$ cat src/rtl/cc_bus_arbiter.sv
`default_nettype none
// ============================================================================
// Module   : cc_bus_arbiter
// Purpose  : Two-core RAM arbiter that also sequences snoop and writeback
//            handshakes for coherent dcache misses.
// Revision : 1.0  initial release
// ============================================================================
module cc_bus_arbiter (
  input  logic             CLK,
  input  logic             RST,
  input  logic [1:0]       iREN,
  input  logic [1:0][31:0] iaddr,
  output logic [1:0]       iwait,
  output logic [31:0]      iload,
  input  logic [1:0]       dREN,
  input  logic [1:0]       dWEN,
  input  logic [1:0][31:0] daddr,
  input  logic [1:0][31:0] dstore,
  output logic [1:0]       dwait,
  output logic [31:0]      dload,
  input  logic [1:0]       cctrans,
  input  logic [1:0]       ccexcl,
  input  logic [1:0]       ccdirty,
  output logic [1:0]       ccwait,
  output logic [1:0]       ccwrite,
  output logic [1:0]       ccinv,
  output logic [1:0][31:0] ccsnoopaddr,
  output logic             ramREN,
  output logic             ramWEN,
  output logic [31:0]      ramaddr,
  output logic [31:0]      ramstore,
  input  logic [31:0]      ramload,
  input  logic [1:0]       ramstate
);

  localparam logic [2:0] c_IDLE   = 3'd0;
  localparam logic [2:0] c_IREAD  = 3'd1;
  localparam logic [2:0] c_DWRITE = 3'd2;
  localparam logic [2:0] c_SNOOP  = 3'd3;
  localparam logic [2:0] c_SNCHK  = 3'd4;
  localparam logic [2:0] c_CCWB   = 3'd5;
  localparam logic [2:0] c_DREAD  = 3'd6;

  localparam logic [1:0] c_ACCESS = 2'd2;

  logic [2:0] r_state;
  logic [2:0] w_next;
  logic       r_g;
  logic       r_rr;
  logic       r_acc;
  logic       r_snp;
  logic       r_excl;

  logic       w_o;
  logic       w_access;
  logic [1:0] w_dreq;
  logic       w_win;
  logic       w_data;
  logic       w_any;
  logic       w_snooping;

  assign w_o      = ~r_g;
  assign w_access = (ramstate == c_ACCESS);
  assign w_dreq   = dREN | dWEN;
  assign iload    = ramload;
  assign dload    = ramload;

  // Data before instruction; within a class the rr core wins ties.
  always_comb begin
    w_win  = r_rr;
    w_data = 1'b0;
    w_any  = 1'b0;
    if (w_dreq[r_rr]) begin
      w_win = r_rr;  w_data = 1'b1; w_any = 1'b1;
    end else if (w_dreq[~r_rr]) begin
      w_win = ~r_rr; w_data = 1'b1; w_any = 1'b1;
    end else if (iREN[r_rr]) begin
      w_win = r_rr;  w_any = 1'b1;
    end else if (iREN[~r_rr]) begin
      w_win = ~r_rr; w_any = 1'b1;
    end
  end

  always_ff @(posedge CLK) begin
    if (RST) begin
      r_state <= c_IDLE;
      r_g     <= 1'b0;
      r_rr    <= 1'b0;
      r_acc   <= 1'b0;
      r_snp   <= 1'b0;
      r_excl  <= 1'b0;
    end else begin
      r_state <= w_next;
      if (r_state == c_IDLE && w_any) begin
        r_g    <= w_win;
        r_snp  <= (w_next == c_SNOOP);
        r_excl <= ccexcl[w_win];
      end
      // Writeback may only end once at least one word has been accepted.
      if (r_state == c_CCWB) begin
        if (w_access && dWEN[w_o])
          r_acc <= 1'b1;
      end else begin
        r_acc <= 1'b0;
      end
      if ((r_state == c_DWRITE || r_state == c_DREAD) && w_next == c_IDLE)
        r_rr <= ~r_rr;
    end
  end

  always_comb begin
    w_next = r_state;
    case (r_state)
      c_IDLE: begin
        if (w_any) begin
          if (!w_data)              w_next = c_IREAD;
          else if (dWEN[w_win])     w_next = c_DWRITE;
          else if (cctrans[w_win])  w_next = c_SNOOP;
          else                      w_next = c_DREAD;
        end
      end
      c_IREAD:  if (w_access) w_next = c_IDLE;
      c_DWRITE: if (!dWEN[r_g]) w_next = c_IDLE;
      c_SNOOP:  w_next = c_SNCHK;
      c_SNCHK:  w_next = ccdirty[w_o] ? c_CCWB : c_DREAD;
      c_CCWB:   if (r_acc && !dWEN[w_o]) w_next = c_DREAD;
      c_DREAD:  if (!dREN[r_g]) w_next = c_IDLE;
      default:  w_next = c_IDLE;
    endcase
  end

  assign w_snooping = (r_state == c_SNOOP) || (r_state == c_SNCHK) ||
                      (r_state == c_CCWB)  || (r_state == c_DREAD && r_snp);

  always_comb begin
    iwait       = 2'b11;
    dwait       = 2'b11;
    ccwait      = 2'b00;
    ccwrite     = 2'b00;
    ccinv       = 2'b00;
    ccsnoopaddr = '0;
    ramREN      = 1'b0;
    ramWEN      = 1'b0;
    ramaddr     = 32'd0;
    ramstore    = 32'd0;
    if (w_snooping) begin
      ccwait[w_o]      = 1'b1;
      ccinv[w_o]       = r_excl;
      ccsnoopaddr[w_o] = daddr[r_g];
    end
    case (r_state)
      c_IREAD: begin
        ramREN       = 1'b1;
        ramaddr      = iaddr[r_g];
        iwait[r_g]   = ~w_access;
      end
      c_DWRITE: begin
        ramWEN       = dWEN[r_g];
        ramaddr      = daddr[r_g];
        ramstore     = dstore[r_g];
        dwait[r_g]   = ~(w_access & dWEN[r_g]);
      end
      c_CCWB: begin
        ccwrite[w_o] = 1'b1;
        ramWEN       = dWEN[w_o];
        ramaddr      = daddr[w_o];
        ramstore     = dstore[w_o];
        dwait[w_o]   = ~(w_access & dWEN[w_o]);
      end
      c_DREAD: begin
        ramREN       = dREN[r_g];
        ramaddr      = daddr[r_g];
        dwait[r_g]   = ~(w_access & dREN[r_g]);
      end
      default: ;
    endcase
  end

endmodule
`default_nettype wire

$ cat config.mk
export PLATFORM = sky130hd
export DESIGN_NAME = cc_bus_arbiter
export DESIGN_NICKNAME = d
export VERILOG_FILES = /design/src/rtl/cc_bus_arbiter.sv
export SDC_FILE = /design/constraint.sdc
export NUM_CORES = 1
export LEC_CHECK = 0
export BUFFER_PORTS_ARGS = -buffer_cell sky130_fd_sc_hd__buf_2
export CAP_MARGIN = 20
export CELL_PAD_IN_SITES_DETAIL_PLACEMENT = 0
export CELL_PAD_IN_SITES_GLOBAL_PLACEMENT = 1
export CORE_AREA = 2 2 174 176
export CTS_CLUSTER_SIZE = 16
export DETAILED_ROUTE_END_ITERATION = 10
export DIE_AREA = 0 0 176 178
export PLACE_DENSITY = 0.54
export SLEW_MARGIN = 20
export SYNTH_ARGS = -nofsm -noshare
export SYNTH_HDL_FRONTEND = slang
export SYNTH_SLANG_ARGS = --single-unit
$ cat constraint.sdc
create_clock -name CLK -period 2.1 [get_ports CLK]
set_clock_uncertainty 0.15 [all_clocks]
set_input_delay 0.525 -clock CLK [delete_from_list [all_inputs] [get_ports CLK]]
set_output_delay 0.525 -clock CLK [all_outputs]
set_load 0.02 [all_outputs]
# ---- Word level (Yosys, flattened, before mapping)
# Index checks and enable logic that the tools add are counted.
dict set report totals {
  reg_bits 8
  in_bits 240
  out_inout_bits 204
  elab_cells 124
}
dict set report classes {
  order_cmp 7
  n_eq_ne 8
  n_mux 68
  bitwise_logic 19
  reduce_logical 16
}
# op count
set ops {}
lappend ops {{2-to-1 mux 32 bit} 11}
lappend ops {{one-hot mux 32 bit (3 select lines)} 1}
lappend ops {{bitwise AND 64 bit} 1}
lappend ops {{2-to-1 mux 64 bit} 1}
lappend ops {{one-hot mux 32 bit (2 select lines)} 1}
lappend ops {{2-to-1 mux 1 bit} 34}
lappend ops {{demux 32 bit (select 1 bit)} 1}
lappend ops {{2-to-1 mux 3 bit} 8}
lappend ops {{one-hot mux 3 bit (7 select lines)} 1}
lappend ops {{< comparator 1 x 2 -> 1 bit, second input constant} 5}
lappend ops {{2-to-1 mux 2 bit} 5}
lappend ops {{OR 2 bit} 5}
lappend ops {{equality test 3 x 2 -> 1 bit, second input constant} 3}
lappend ops {{equality test 3 bit, second input constant} 3}
lappend ops {{logical AND 1 bit} 7}
lappend ops {{inverter 1 bit} 7}
lappend ops {{logical NOT 3 bit} 2}
lappend ops {{one-hot mux 2 bit (3 select lines)} 1}
lappend ops {{logical OR 1 bit} 4}
lappend ops {{inverter 2 bit} 2}
lappend ops {{one-hot mux 1 bit (2 select lines)} 2}
lappend ops {{OR reduction 2 bit} 2}
lappend ops {{bitwise AND 1 bit} 3}
lappend ops {{equality test 3 x 1 -> 1 bit, second input constant} 1}
lappend ops {{other kinds (5)} 7}

# ---- Longest topological paths before layout
dict set report depth {
  word_depth 16
  ltp_mapped 7
  depth_no_buf 5
}

# ---- Worst setup path before layout
# OpenSTA, ideal clock, no wires.
dict set report synth_path {
  kind {register -> output}
  from {register r_state[0]}
  to {output ccsnoopaddr[54] in the netlist's numbering}
  t_arrival_ns 1.538
  t_required_ns 1.425
  setup_slack_ns -0.113
  path_stages_with_launch 7
  n_path_buf 2
  path_cell_list {dfxtp_1 > buf_4 > o21ai_0 > a21oi_1 > nor2_1 > clkbuf_1 > and2_1}
}
# item line_no
set synth_rtl {}
lappend synth_rtl {{from (decl)} 46} ;# logic [2:0] r_state;
lappend synth_rtl {{from (signal assigned)} 86} ;# r_state <= c_IDLE;
lappend synth_rtl {{from (signal assigned)} 93} ;# r_state <= w_next;
lappend synth_rtl {{to (decl)} 27} ;# output logic [1:0][31:0] ccsnoopaddr,

# ---- Final worst setup path
dict set report layout_path {
  from {register r_state[0]}
  to {output ramaddr[28]}
}
dict set report layout_between {
  elab_chain_cells 3
}
# item line_no
set layout_lines {}
lappend layout_lines {{equality test 3 x 2 -> 1 bit or equality test 3 bit (tied branches)} 151} ;# case (r_state)
lappend layout_lines {{OR reduction 2 bit (no line)} -}
lappend layout_lines {{one-hot mux 32 bit (3 select lines) (*)} 151}
lappend layout_lines {{to (decl)} 30} ;# output logic [31:0] ramaddr,
# Mark *: on every way between the ends. The rest lies on a longest branch, timed or not.

==> impl_metrics.py <==
metrics = {
    "floorplanning": {
        "die_x_um": 176,
        "pin_count": 444,
        "die-area_sq_mm": 0.0313,
        "die_height_um": 178,
        "core_sq_mm": 0.0294,
        "initial_core_util_pct": 9.76,
        "rows": 63,
    },
    "layout": {
        "drive_gt1_share_pct": 75.8,
        "fill_cells": 3239,
        "seqCellArea_sq_um": 173,
        "multi_input_area_sq_mm": 0.00247,
        "final_nets": 997,
        "area_growth_pct": 145,
        "stdcell_area_sq_mm": 0.00703,
        "final_cell_count_no_fill": 1147,
    },
    "placed_design": {
        "hpwl_mm": 15.8,
        "place_congestion": 0.777,
        "io_buffers": 347,
        "dp_slack_ns": -0.379,
        "placed_area_sq_mm": 0.00516,
        "dp_cells": 1090,
    },
    "critical_path": {
        "r2r_start": "r_g",
        "critPathCapture": "ramaddr[28]",
        "path_class": "reg2out",
        "cp-startpoint": "r_state[0]",
        "cp_max_fo": 8,
        "crit_chain": "buf_6, nand2_4, or2_4, o21ai_4, buf_12, buf_12, a221o_1, buf_6",
        "r2r_setup_slack_ns": 0.11,
        "cpPeakStageDelay_ns": 0.33,
        "crit_path_start_kind": "flip-flop",
        "r2r-end": "r_snp",
        "crit_arrival_ns": 1.84,
        "end_kind": "output pin",
        "worst_path_max_delay_cell": "dfxtp_2",
        "r2r_cells": 8,
        "worstPathRequired_ns": 1.42,
    },
    "run_status": {
        "status": "complete, but fails checks",
        "violations": "setup timing",
    },
    "timing": {
        "fmax_mhz": 397,
        "setup_viol": 140,
        "relSlewSlack_pct": 77.7,
        "fin_crit_ns": 2.52,
        "setup_ws_ns": -0.417,
        "period_share_pct": 120,
        "hold_viol_final": 0,
        "tightest_slew_ns": 0.334,
        "drv_slew": 0,
        "rsz0062_at_grt": "true",
    },
    "yosys": {
        "synthTopCellsByArea": "buf_4 18%, and2_1 14%, mux2i_1 13%",
        "avgSynthCellArea_sq_um": 7.23,
        "synth_top_cell_by_area": "buf_4",
        "synth_edf_count": 0,
        "synth_fp_nets": 637,
        "synth_compound_gate_area_share_pct": 30.2,
        "synth_top_area_share_pct": 17.8,
        "ys_ff_latch": 8,
        "yosys_warnings": 0,
        "synth_area_sq_mm": 0.00287,
        "async_flop_share_pct": 0,
        "synth_xor_area_share_pct": 0,
        "yosysSeqAreaShare_pct": 5.58,
        "synth_adder_area_share_pct": 0.392,
        "synth_mux_area_share_pct": 13.8,
        "syn-instance-count": 397,
        "synth_top_family_by_area": "compound AO/OA/AOI/OAI gates",
        "yosysUniqueCellTypes": 46,
        "yosysMostFrequentCell": "buf_4",
        "synthSimpleGateAreaFrac_pct": 26.3,
        "yosys-top-cells-count": "68 x buf_4, 66 x and2_1, 49 x nor2_1",
        "ys.flop_type": "dfxtp_1",
    },
    "cts": {
        "cts_buffers": 3,
        "root_buffer": "clkbuf_16",
        "cts_tree": "built",
        "clkTransAtPathRegs_ns": 0.04,
        "clockBufferDepth": 2,
        "htree_levels": 1,
        "clock-sinks": 8,
        "clkLatencyLatePin_ns": 0.24,
    },
    "global_routing": {
        "overflow": 0,
        "grt_usage_pct": 12.8,
        "grt_pass1_wl_mm": 29.6,
        "grt_pass1_vias": 4495,
        "antenna_found_initial": 2,
        "grt_max_degree": 33,
    },
    "power": {
        "p_leak_nw": 3.46,
        "vdd_drop_max_v": 0.000295,
        "p_per_area_mw_per_mm2": 623,
    },
    "detailed_routing": {
        "vias": 4488,
        "wl_per_cell_um": 19.8,
        "dr.first_iter.drc_count": 212,
        "vias_per_cell": 3.91,
        "drc_errors": 0,
        "ant_nets": 0,
        "routed_wl_mm": 22.7,
        "dr.pass1.iters": 5,
    },
    "worst_hold_path": {
        "worstHoldPathType": "reg2reg",
    },
    "run": {
        "max_cap_viol_count": 0,
    },
}
[timing repair]
item                                    in CTS  in global routing
gates resized for setup                    269                 83
pin swaps                                   63                 19
endpoints found under the setup margin     140                140
buffers inserted                            30                 11
hold buffers                                 0                  0
cloned                                       9                  3
[final cells by class]
| cell class | instances | area share, % |
|---|---|---|
| inverter | 7 | 0.374 |
| multi-input combinational | 283 | 35.1 |
| sequential | 8 | 2.46 |
| clock buffer | 4 | 1.12 |
| tap | 390 | 6.94 |
| antenna | 1 | 0.0356 |
| timing repair buffer | 454 | 54.0 |
[cells by family after synthesis]
| kind of cell | after synthesis |
|---|---|
| multiplexers | 39 |
| AO/OA/AOI/OAI | 98 |
| adder cells (fa/ha/maj) | 1 |
| flip-flops | 8 |
| buffers and inverters | 106 |
| AND/OR/NAND/NOR | 145 |
[report_power, final]
group          total [mW]  internal [mW]  leakage, nW  switching, mW
combinational        3.81           1.98         3.35           1.83
clock               0.340          0.254       0.0382         0.0856
sequential          0.230          0.185       0.0680         0.0450
[worst max-delay path, delay by kind of cell, from the launching register on]
| kind | cells | cell delay, ns |
|---|---|---|
| buf+inv | 4 | 0.56 |
| compound gates | 2 | 0.42 |
| flops | 1 | 0.33 |
| simple gates | 2 | 0.29 |
[registers in the layout (all words and copies together), names as in the netlist]
signal / flops
r_state: 3
r_g: 1
r_snp: 1
r_rr: 1
r_acc: 1
r_excl: 1
[metal layers]
layer	vias up	GRT usage [%]	wire length, um
met5	-	0	7
met4	2	3.03	531
met3	40	2.24	1740
met2	219	23.3	11500
met1	2140	15.7	8990
li1	2087	-	-
[per-stage QoR]
step | utilization (%) | hold WS [ns] | power [mW] | TNS, ns
3_5_place_dp | 17.5 | 0.303 | 2.91 | -26.33
2_1_floorplan | - | 0.282 | 1.89 | -3.83
4_1_cts | 22.5 | 0.314 | 4.11 | -46.17
6_report | 23.9 | 0.309 | 4.38 | -49.99
5_1_grt | 23.9 | 0.340 | 4.60 | -60.01
3_3_place_gp | 17.5 | 0.304 | 2.92 | -26.99
[worst min path at each step]
| stage | start | cells past startpoint | slack [ns] | end |
|---|---|---|---|---|
| 2_1_floorplan | r_acc | 1 | 0.28 | r_acc |
| 3_3_place_gp | r_acc | 1 | 0.30 | r_acc |
| 3_5_place_dp | r_acc | 1 | 0.30 | r_acc |
| 4_1_cts | r_acc | 1 | 0.31 | r_acc |
| 5_1_grt | r_acc | 1 | 0.34 | r_acc |
| 6_report | r_acc | 1 | 0.31 | r_acc |
[placed cells by master (no fill, tap or decap), types with 2 or more instances in the layout]
master     netlist  layout
buf_2           20     227
buf_6            0     123
buf_4           68      71
and2_4           0      66
nor2_1          49      43
mux2i_1         37      36
a221o_1         32      32
buf_12           0      21
a22o_1          32      19
a22o_4           0      13
buf_16           0       8
inv_1            6       6
nand2_1         12       6
a21oi_1          7       6
clkbuf_16        0       5
nand2_2          0       4
nor2_4           0       4
o21ai_0          5       4
dfxtp_1          8       4
nor2b_1          4       3
o21ai_4          0       3
dfxtp_4          0       3
nand2_4          0       2
or3_4            0       2
nor2_2           0       2
nand2b_1         2       2
a31oi_1          2       2
nand3_1          3       2
o21a_1           2       2
Power figures use the tool's default switching activity.
